## config.mk

```make
export PLATFORM = sky130hd
export DESIGN_NAME = score_controller_flat
export DESIGN_NICKNAME = d
export VERILOG_FILES = /design/src/rtl/score_controller_if.sv /design/src/rtl/score_controller.sv /design/src/flat_wrapper.sv
export SDC_FILE = /design/constraint.sdc
export NUM_CORES = 1
export LEC_CHECK = 0
export BUFFER_PORTS_ARGS = -buffer_cell sky130_fd_sc_hd__buf_2
export CELL_PAD_IN_SITES_DETAIL_PLACEMENT = 0
export CELL_PAD_IN_SITES_GLOBAL_PLACEMENT = 1
export CORE_MARGIN = 2
export CORE_UTILIZATION = 44
export CTS_CLUSTER_DIAMETER = 80
export DETAILED_ROUTE_END_ITERATION = 16
export PLACE_DENSITY = 0.87
export SLEW_MARGIN = 20
export SYNTH_ARGS = -nofsm -noshare
export SYNTH_HDL_FRONTEND = slang
export SYNTH_SLANG_ARGS = --single-unit
```

## constraint.sdc

```tcl
create_clock -name clk -period 13.2 [get_ports clk]
set_input_delay 0.66 -clock clk [delete_from_list [all_inputs] [get_ports clk]]
set_output_delay 0.66 -clock clk [all_outputs]
set_load 0.01 [all_outputs]
```

## src/rtl/score_controller_if.sv

```systemverilog
// Player/collision events in, score and display data out.
// Event inputs are single-cycle pulses sampled on posedge clk; there is no backpressure.
interface score_controller_if;
    logic        start;
    logic        pause;
    logic        collide;
    logic        bonus;
    logic        show_high;
    logic [23:0] score_bcd;
    logic [23:0] high_bcd;
    logic [23:0] disp_bcd;
    logic        tick;
    logic [1:0]  state;

    modport master (
        output start, pause, collide, bonus, show_high,
        input  score_bcd, high_bcd, disp_bcd, tick, state
    );

    modport slave (
        input  start, pause, collide, bonus, show_high,
        output score_bcd, high_bcd, disp_bcd, tick, state
    );
endinterface

```

## src/rtl/score_controller.sv

```systemverilog
// Game sequencer: idle/run/pause/over FSM, score tick divider and a
// saturating 6-digit BCD score with high-score tracking.
module score_controller #(
    parameter int         TICK_DIV = 50000000,
    parameter logic [7:0] BONUS    = 8'h05
) (
    input  logic                  clk,
    input  logic                  reset,
    score_controller_if.slave     bus
);
    localparam int             DW       = $clog2(TICK_DIV);
    localparam logic [DW-1:0]  DIV_LAST = DW'(TICK_DIV - 1);

    typedef enum logic [1:0] {
        IDLE  = 2'b00,
        RUN   = 2'b01,
        PAUSE = 2'b10,
        OVER  = 2'b11
    } state_t;

    state_t          state_q, state_d;
    logic [DW-1:0]   div_q, div_d;
    logic [23:0]     score_q, score_d;
    logic [23:0]     high_q, high_d;
    logic            tick_w;

    // Addend is at most two digits plus carry-in, so one ripple pass is enough;
    // a carry out of the top digit pins the result at 999999.
    function automatic logic [23:0] bcd_add(input logic [23:0] a,
                                            input logic [7:0]  b,
                                            input logic        cin);
        logic [23:0] r;
        logic [23:0] bx;
        logic [4:0]  s;
        logic        c;
        r  = '0;
        bx = {16'd0, b};
        c  = cin;
        for (int i = 0; i < 6; i++) begin
            s = {1'b0, a[i*4 +: 4]} + {1'b0, bx[i*4 +: 4]} + {4'd0, c};
            if (s > 5'd9) begin
                s = s - 5'd10;
                c = 1'b1;
            end else begin
                c = 1'b0;
            end
            r[i*4 +: 4] = s[3:0];
        end
        return c ? 24'h999999 : r;
    endfunction

    assign tick_w = (state_q == RUN) && (div_q == DIV_LAST) && !bus.collide && !bus.pause;

    always_comb begin
        state_d = state_q;
        div_d   = div_q;
        score_d = score_q;
        high_d  = high_q;
        case (state_q)
            IDLE: begin
                div_d = '0;
                if (bus.start) begin
                    state_d = RUN;
                    score_d = '0;
                end
            end
            RUN: begin
                if (bus.collide) begin
                    state_d = OVER;
                    div_d   = '0;
                    if (score_q > high_q) high_d = score_q;
                end else if (bus.pause) begin
                    state_d = PAUSE;
                end else begin
                    div_d   = (div_q == DIV_LAST) ? '0 : div_q + DW'(1);
                    score_d = bcd_add(score_q, bus.bonus ? BONUS : 8'h00, tick_w);
                end
            end
            PAUSE: begin
                if (bus.pause) state_d = RUN;
            end
            OVER: begin
                div_d = '0;
                if (bus.start) begin
                    state_d = RUN;
                    score_d = '0;
                end
            end
            default: state_d = IDLE;
        endcase
    end

    always_ff @(posedge clk or negedge reset) begin
        if (!reset) begin
            state_q <= IDLE;
            div_q   <= '0;
            score_q <= '0;
            high_q  <= '0;
        end else begin
            state_q <= state_d;
            div_q   <= div_d;
            score_q <= score_d;
            high_q  <= high_d;
        end
    end

    assign bus.score_bcd = score_q;
    assign bus.high_bcd  = high_q;
    assign bus.disp_bcd  = bus.show_high ? high_q : score_q;
    assign bus.tick      = tick_w;
    assign bus.state     = state_q;
endmodule

```

## src/flat_wrapper.sv

```systemverilog
// flat-port wrapper written by rule: the top's interface ports become plain ports
module score_controller_flat 
#(
    parameter int         TICK_DIV = 50000000,
    parameter logic [7:0] BONUS    = 8'h05
)
  (clk, reset, bus_start, bus_pause, bus_collide, bus_bonus, bus_show_high, bus_score_bcd, bus_high_bcd, bus_disp_bcd, bus_tick, bus_state);
  score_controller_if bus_i ();
  input  logic clk;
  input  logic reset;
  input wire logic [$bits(bus_i.start)-1:0] bus_start;
  input wire logic [$bits(bus_i.pause)-1:0] bus_pause;
  input wire logic [$bits(bus_i.collide)-1:0] bus_collide;
  input wire logic [$bits(bus_i.bonus)-1:0] bus_bonus;
  input wire logic [$bits(bus_i.show_high)-1:0] bus_show_high;
  output wire logic [$bits(bus_i.score_bcd)-1:0] bus_score_bcd;
  output wire logic [$bits(bus_i.high_bcd)-1:0] bus_high_bcd;
  output wire logic [$bits(bus_i.disp_bcd)-1:0] bus_disp_bcd;
  output wire logic [$bits(bus_i.tick)-1:0] bus_tick;
  output wire logic [$bits(bus_i.state)-1:0] bus_state;
  assign bus_i.start = bus_start;
  assign bus_i.pause = bus_pause;
  assign bus_i.collide = bus_collide;
  assign bus_i.bonus = bus_bonus;
  assign bus_i.show_high = bus_show_high;
  assign bus_score_bcd = bus_i.score_bcd;
  assign bus_high_bcd = bus_i.high_bcd;
  assign bus_disp_bcd = bus_i.disp_bcd;
  assign bus_tick = bus_i.tick;
  assign bus_state = bus_i.state;
  score_controller #(.TICK_DIV(TICK_DIV), .BONUS(BONUS)) u_core (.clk(clk), .reset(reset), .bus(bus_i));
endmodule
```

After elaboration in Yosys (flattened, before gate mapping) --
Index checks and enable logic that the tools add are counted.
Word-level totals: word-level logic and storage cells 94, output and inout port bits 75, register bits 76, bits of input ports 7
Operators by class: add/sub/neg operators 15, reductions and logical operators 12, muxes and demuxes 46, $lt $le $gt $ge 7, eq/ne operators 10
Operators by type and width (number):
- $mux W24 | 5
- $mux W26 | 3
- $pmux W26 S2 | 1
- $pmux W24 S2 | 1
- $gt A5 B4 Y1 const B | 6
- $add A26 B1 Y26 const B | 1
- $eq A26 B26 Y1 const B | 1
- $gt A24 B24 Y1 | 1
- $mux W1 | 24
- $mux W4 | 6
- $sub A4 B4 Y4 const B | 6
- $add A4 B1 Y5 | 4
- $add A5 B1 Y5 | 2
- $mux W2 | 4
- $ne A2 B2 Y1 const B | 3
- $ne A3 B3 Y1 const B | 2
- $pmux W2 S3 | 1
- $reduce_and A3 Y1 | 2
- $add A4 B4 Y5 | 1
- $add A4 B4 Y5 const B | 1
- $eq A2 B2 Y1 const B | 2
- $reduce_and A4 Y1 | 1
- $logic_and A1 B1 Y1 | 3
- $mux W3 | 1
- 7 further kinds | 8

Depth between registers and ports, before layout --
depth in word-level cells 44, gate-level depth with buffers 39, mapped depth without buffers 36

Worst setup path after synthesis --
No wires, ideal clock.
kind register to register, start point reg u_core.div_q[0], end point reg u_core.score_q[18] (netlist: u_core.bus.score_bcd[18]), clock period less this slack 9.577 ns, buffers on the path 3, slack 3.623 ns, required time 13.079 ns, cell stages (with the launch flop) 40, arrival time 9.457 ns, cell sequence dfrtp_1 -> ha_1 -> and3_1 -> buf_2 -> nand3_1 -> nor4b_1 -> fa_1 -> ha_1 -> clkbuf_1 -> o21ai_0 -> a211o_1 -> a21oi_1 -> ha_1 -> ha_1 -> o21ai_0 -> or2_2 -> a2bb2oi_1 -> ha_1 -> (+4 left out) -> ha_1 -> ha_1 -> o21ai_0 -> or2_2 -> a2bb2oi_1 -> ha_1 -> ha_1 -> nor2b_1 -> a211oi_1 -> nor2_1 -> ha_1 -> ha_1 -> nand2b_1 -> a31oi_1 -> nor3_1 -> nor2_1 -> clkbuf_1 -> a22o_1
On the way: word-level cells in the longest chain between the ends 44
RTL lines:
- from (decl) | line score_controller.sv:22 | logic [DW-1:0] div_q, div_d;
- from (signal assigned) | line score_controller.sv:101 | div_q <= div_d;
- $eq A26 B26 Y1 (*) | line score_controller.sv:52 | assign tick_w = (state_q == RUN) && (div_q == DIV_LAST) && !bus.collide && !bus.pause;
- $logic_and A1 B1 Y1 (*) (3 in a row) | line score_controller.sv:52
- named net bus_tick | line flat_wrapper.sv:19 | output wire logic [$bits(bus_i.tick)-1:0] bus_tick;
- $add A5 B1 Y5 (*) | line score_controller.sv:40 | s = {1'b0, a[i*4 +: 4]} + {1'b0, bx[i*4 +: 4]} + {4'd0, c};
- $gt A5 B4 Y1 (*) | line score_controller.sv:41 | if (s > 5'd9) begin
- $mux W1 (*) | line score_controller.sv:41
- $mux W1 (*) | line score_controller.sv:72 | end else if (bus.pause) begin
- $mux W1 (*) | line score_controller.sv:68 | if (bus.collide) begin
- (+27 left out)
- $mux W1 | line score_controller.sv:41
- $mux W1 | line score_controller.sv:72
- $mux W1 | line score_controller.sv:68
- $mux W1 | line score_controller.sv:59 | case (state_q)
- $mux W24 (*) | line score_controller.sv:49 | return c ? 24'h999999 : r;
- $mux W24 (*) | line score_controller.sv:72
- $mux W24 (*) | line score_controller.sv:68
- $pmux W24 S2 (*) | line score_controller.sv:59
- to (signal assigned) | line score_controller.sv:102 | score_q <= score_d;
- to (decl) | line score_controller.sv:23 | logic [23:0] score_q, score_d;
Mark *: on every way through the listed nets, which the timed path passes. The rest lies on a longest branch. The select of a mux whose other input is x is not followed. A chain may end at the register's enable or synchronous reset.

Worst setup path after layout --
start point reg u_core.div_q[1], end point reg u_core.score_q[14] (netlist: u_core.bus.score_bcd[14])
On the way: word-level cells in the longest chain between the ends 44
RTL lines (line):
- $eq A26 B26 Y1 (*) | score_controller.sv:52
- $logic_and A1 B1 Y1 (*) (3 in a row) | score_controller.sv:52
- $add A5 B1 Y5 (*) | score_controller.sv:40
- $gt A5 B4 Y1 (*) | score_controller.sv:41
- $mux W1 (*) | score_controller.sv:41
- $mux W1 (*) | score_controller.sv:72
- $mux W1 (*) | score_controller.sv:68
- $mux W1 (*) | score_controller.sv:59
- (+26 left out)
- $mux W1 | score_controller.sv:41
- $mux W1 | score_controller.sv:72
- $mux W1 | score_controller.sv:68
- $mux W1 | score_controller.sv:59
- $mux W24 (*) | score_controller.sv:49
- $mux W24 (*) | score_controller.sv:72
- $mux W24 (*) | score_controller.sv:68
- $pmux W24 S2 (*) | score_controller.sv:59
Mark *: on every way between the ends. The rest lies on a longest branch, timed or not. The select of a mux whose other input is x is not followed.

==> key figures <==
Drt
  • Vias per std cell: 6.091
  • Detailed-route wire length: 16210 um
  • WL/cell: 17.90 um
  • DRC Markers: 0
  • First-pass DRT Iterations: 5
  • Total vias in the final route: 5518
  • Initial DRC count: 376
  • Post-route ant nets: 0

Clock network
  • Post-CTS Repair Setup Buffers: 0
  • H-tree levels: 3
  • CTS Buf Count: 9
  • CTS Buffer Depth: 2
  • # clock sinks: 76
  • Cts hold-fix bufs: 0
  • # resized after CTS: 0
  • Clock Latency Late Sink: 350 ps
  • Reg clk slew, reported paths: 50 ps
  • CTS tree: yes
  • Root Buffer Master: clkbuf_16

Setup path
  • CP max FO: 17
  • CP max stage delay: 630 ps
  • Most frequent CP cell: ha_1
  • Critical Path AT: 10960 ps
  • Crit-path leading delay family: adder cells
  • Slowest cell on the critical path: nor3_4
  • WS Path Type: flip-flop to flip-flop
  • CP required: 13430 ps
  • CP startpoint kind: flip-flop
  • Critical Path Start: u_core.div_q[1]
  • R2r startpoint: u_core.div_q[1]
  • Buf/Inv on CP: 0
  • Crit. End Element: flip-flop

Die
  • Starting Density: 0.4559
  • Die H: 118.8 um
  • I/O pin cnt: 82
  • Die W: 118.8 um
  • Core Region: 12720 sq um
  • Die ar.: 14120 sq um
  • Row cnt: 41

GRT
  • Gr usage total: 0.2407
  • Initial antenna violation count: 0
  • Congestion Overflow GR: 0
  • Number of global-route vias before repair: 5644
  • Global-route wire length before repair: 27750 um
  • Largest net degree at the start of global routing: 77

Timing
  • Hold Vio Cnt, Final: 0
  • Skew final: 7.788 ps
  • Final TNS setup: 0 ps
  • Worst slew margin: 0.3065
  • Setup violators final: 0
  • Period Utilization, post-route: 0.8127
  • Worst-Margin Slew: 1037 ps
  • Slew Limit Fails: 0
  • Minimum clock period: 10730 ps
  • Fmax: 93.22 MHz
  • RSZ-0062 raised after global routing: no

Synthesis
  • Synth unique cells: 63
  • Mean Syn Cell Area: 8.593 sq um
  • Share of the yosys chip area belonging to registers: 0.3279
  • Post-synth ARST share: 1.000
  • Cell count after synthesis: 675
  • Yosys Warn Count: 0
  • Main synth FF type: dfrtp_1
  • Post-Syn Area: 5801 sq um
  • Mapped Nets: 728
  • Yosys reg bits: 76
  • EDFF count, synth: 0

Cells and area
  • Layout Nets: 783
  • Final Non-Filler Cells: 906
  • Ratio of cells with drive above 1 in the final layout: 0.1880
  • Most common cell after layout, fill and taps aside: nand2_1
  • Area grow syn2layout: 13.87%
  • Leading cell types in the layout, fill and taps excluded: 86 x nand2_1, 80 x buf_2, 76 x dfrtp_1, 49 x a21oi_1, 45 x ha_1
  • Antenna cells: 0

Pwr
  • Peak VDD IR: 114.7 uV
  • Power per cell area: 126.4 nW/um^2
  • Leak pwr: 3.128 nW

Placed design
  • Post-DP HPWL: 11300 um
  • Buffers on Ports: 81
  • Dpl cells: 891
  • RD Place Congestion: 0.8852

Job
  • Max cap viols: 0

Worst hold path
  • Worst Hold Class: primary input to async pin

Run status
  • Status: finished, final reports clean
## state kept, by name, indices dropped and copies added (netlist names)
register / flops
u_core.bus.state: 2
u_core.bus.high_bcd: 24
u_core.div_q: 26
u_core.bus.score_bcd: 24
## logic make-up after synthesis
| logic type | after synthesis | share of synthesized area |
|---|---|---|
| multiplexers | 33 | 0.06277 |
| flip-flops | 76 | 0.3279 |
| buffers and inverters | 79 | 0.05349 |
| AO/OA/AOI/OAI | 184 | 0.2131 |
| AND/OR/NAND/NOR | 236 | 0.2105 |
| adder cells (fa/ha/maj) | 46 | 0.1005 |
| XOR/XNOR | 21 | 0.03171 |
## layout make-up
| type | instances | area, sq um |
|---|---|---|
| fill | 1236 | 6117 |
| multi-input combinational | 520 | 3611 |
| sequential | 76 | 1902 |
| timing repair buffer | 87 | 456.7 |
| clock buffer | 13 | 250.2 |
| tap | 172 | 215.2 |
| inverter | 36 | 135.1 |
| clock inverter | 2 | 35.03 |
## synthesized netlist by cell type (all sizes together), types with 8 or more instances
cell type  number  area, sq um
ha             45        563.0
a22o           13        113.9
nand2b         13        81.33
and3            8        50.05
o21ai          32        160.2
nor2           31        118.9
a21oi          50        250.2
o31ai           8        60.06
a31oi          12        81.33
and4            9        78.83
nor3           11        55.05
xnor2          17        148.9
o211ai         28        210.2
nand2          86        322.8
dfrtp          76         1902
inv            36        135.1
nand3           8        40.04
mux2           27        304.0
clkbuf         36        135.1
nand4          40        250.2
## path summary, 6_finish.rpt
kind	endpoint	slack [ps]	cells after the start
min in group clk	u_core.div_q[6]	510	1
min reg2reg	u_core.div_q[6]	510	1
max reg2reg	u_core.bus.score_bcd[14]	2470	36
max in group asynchronous	u_core.div_q[23]	12380	1
max	u_core.bus.score_bcd[14]	2470	36
min	u_core.bus.high_bcd[17]	350	1
## worst register-to-register path: cells and delay by family (launching register included)
kind	cells	cell delay (ps)
AO/OA/AOI/OAI	12	3030
flip-flops	1	410
adder cells (fa/ha/maj)	13	3760
AND/OR/NAND/NOR	11	3420
## report_power, final
part | internal [mW] | switching, mW
Clock | 0.150 | 0.0937
Sequential | 0.247 | 0.0272
Combinational | 0.0952 | 0.221
## through the flow
stage / setup WS, ps / hold WS [ps] / utilization / cell area [sq um] / total power [mW]
final: 2473 / 351.3 / 0.5192 / 6605 / 0.8350
after global routing: 1275 / 418.4 / 0.5192 / 6605 / 0.8846
after CTS: 2056 / 506.6 / 0.5181 / 6591 / 0.8389
after detailed placement: 2099 / 496.5 / 0.4957 / 6306 / 0.5911
after global placement: 2838 / 490.1 / 0.4957 / 6306 / 0.5822
after floorplan: 3623 / 364.4 / - / 5801 / 0.4948
## layer usage
metal,part of all wire,GRT usage,wire length (um),up-vias
li1,-,-,-,2627
met1,0.42,0.2900,6839,2664
met2,0.50,0.4102,8032,191
met3,0.060,0.06034,977,36
met4,0.023,0.09821,365,0
met5,0,0,0,-
No activity file was read; power rests on OpenSTA's default activity.
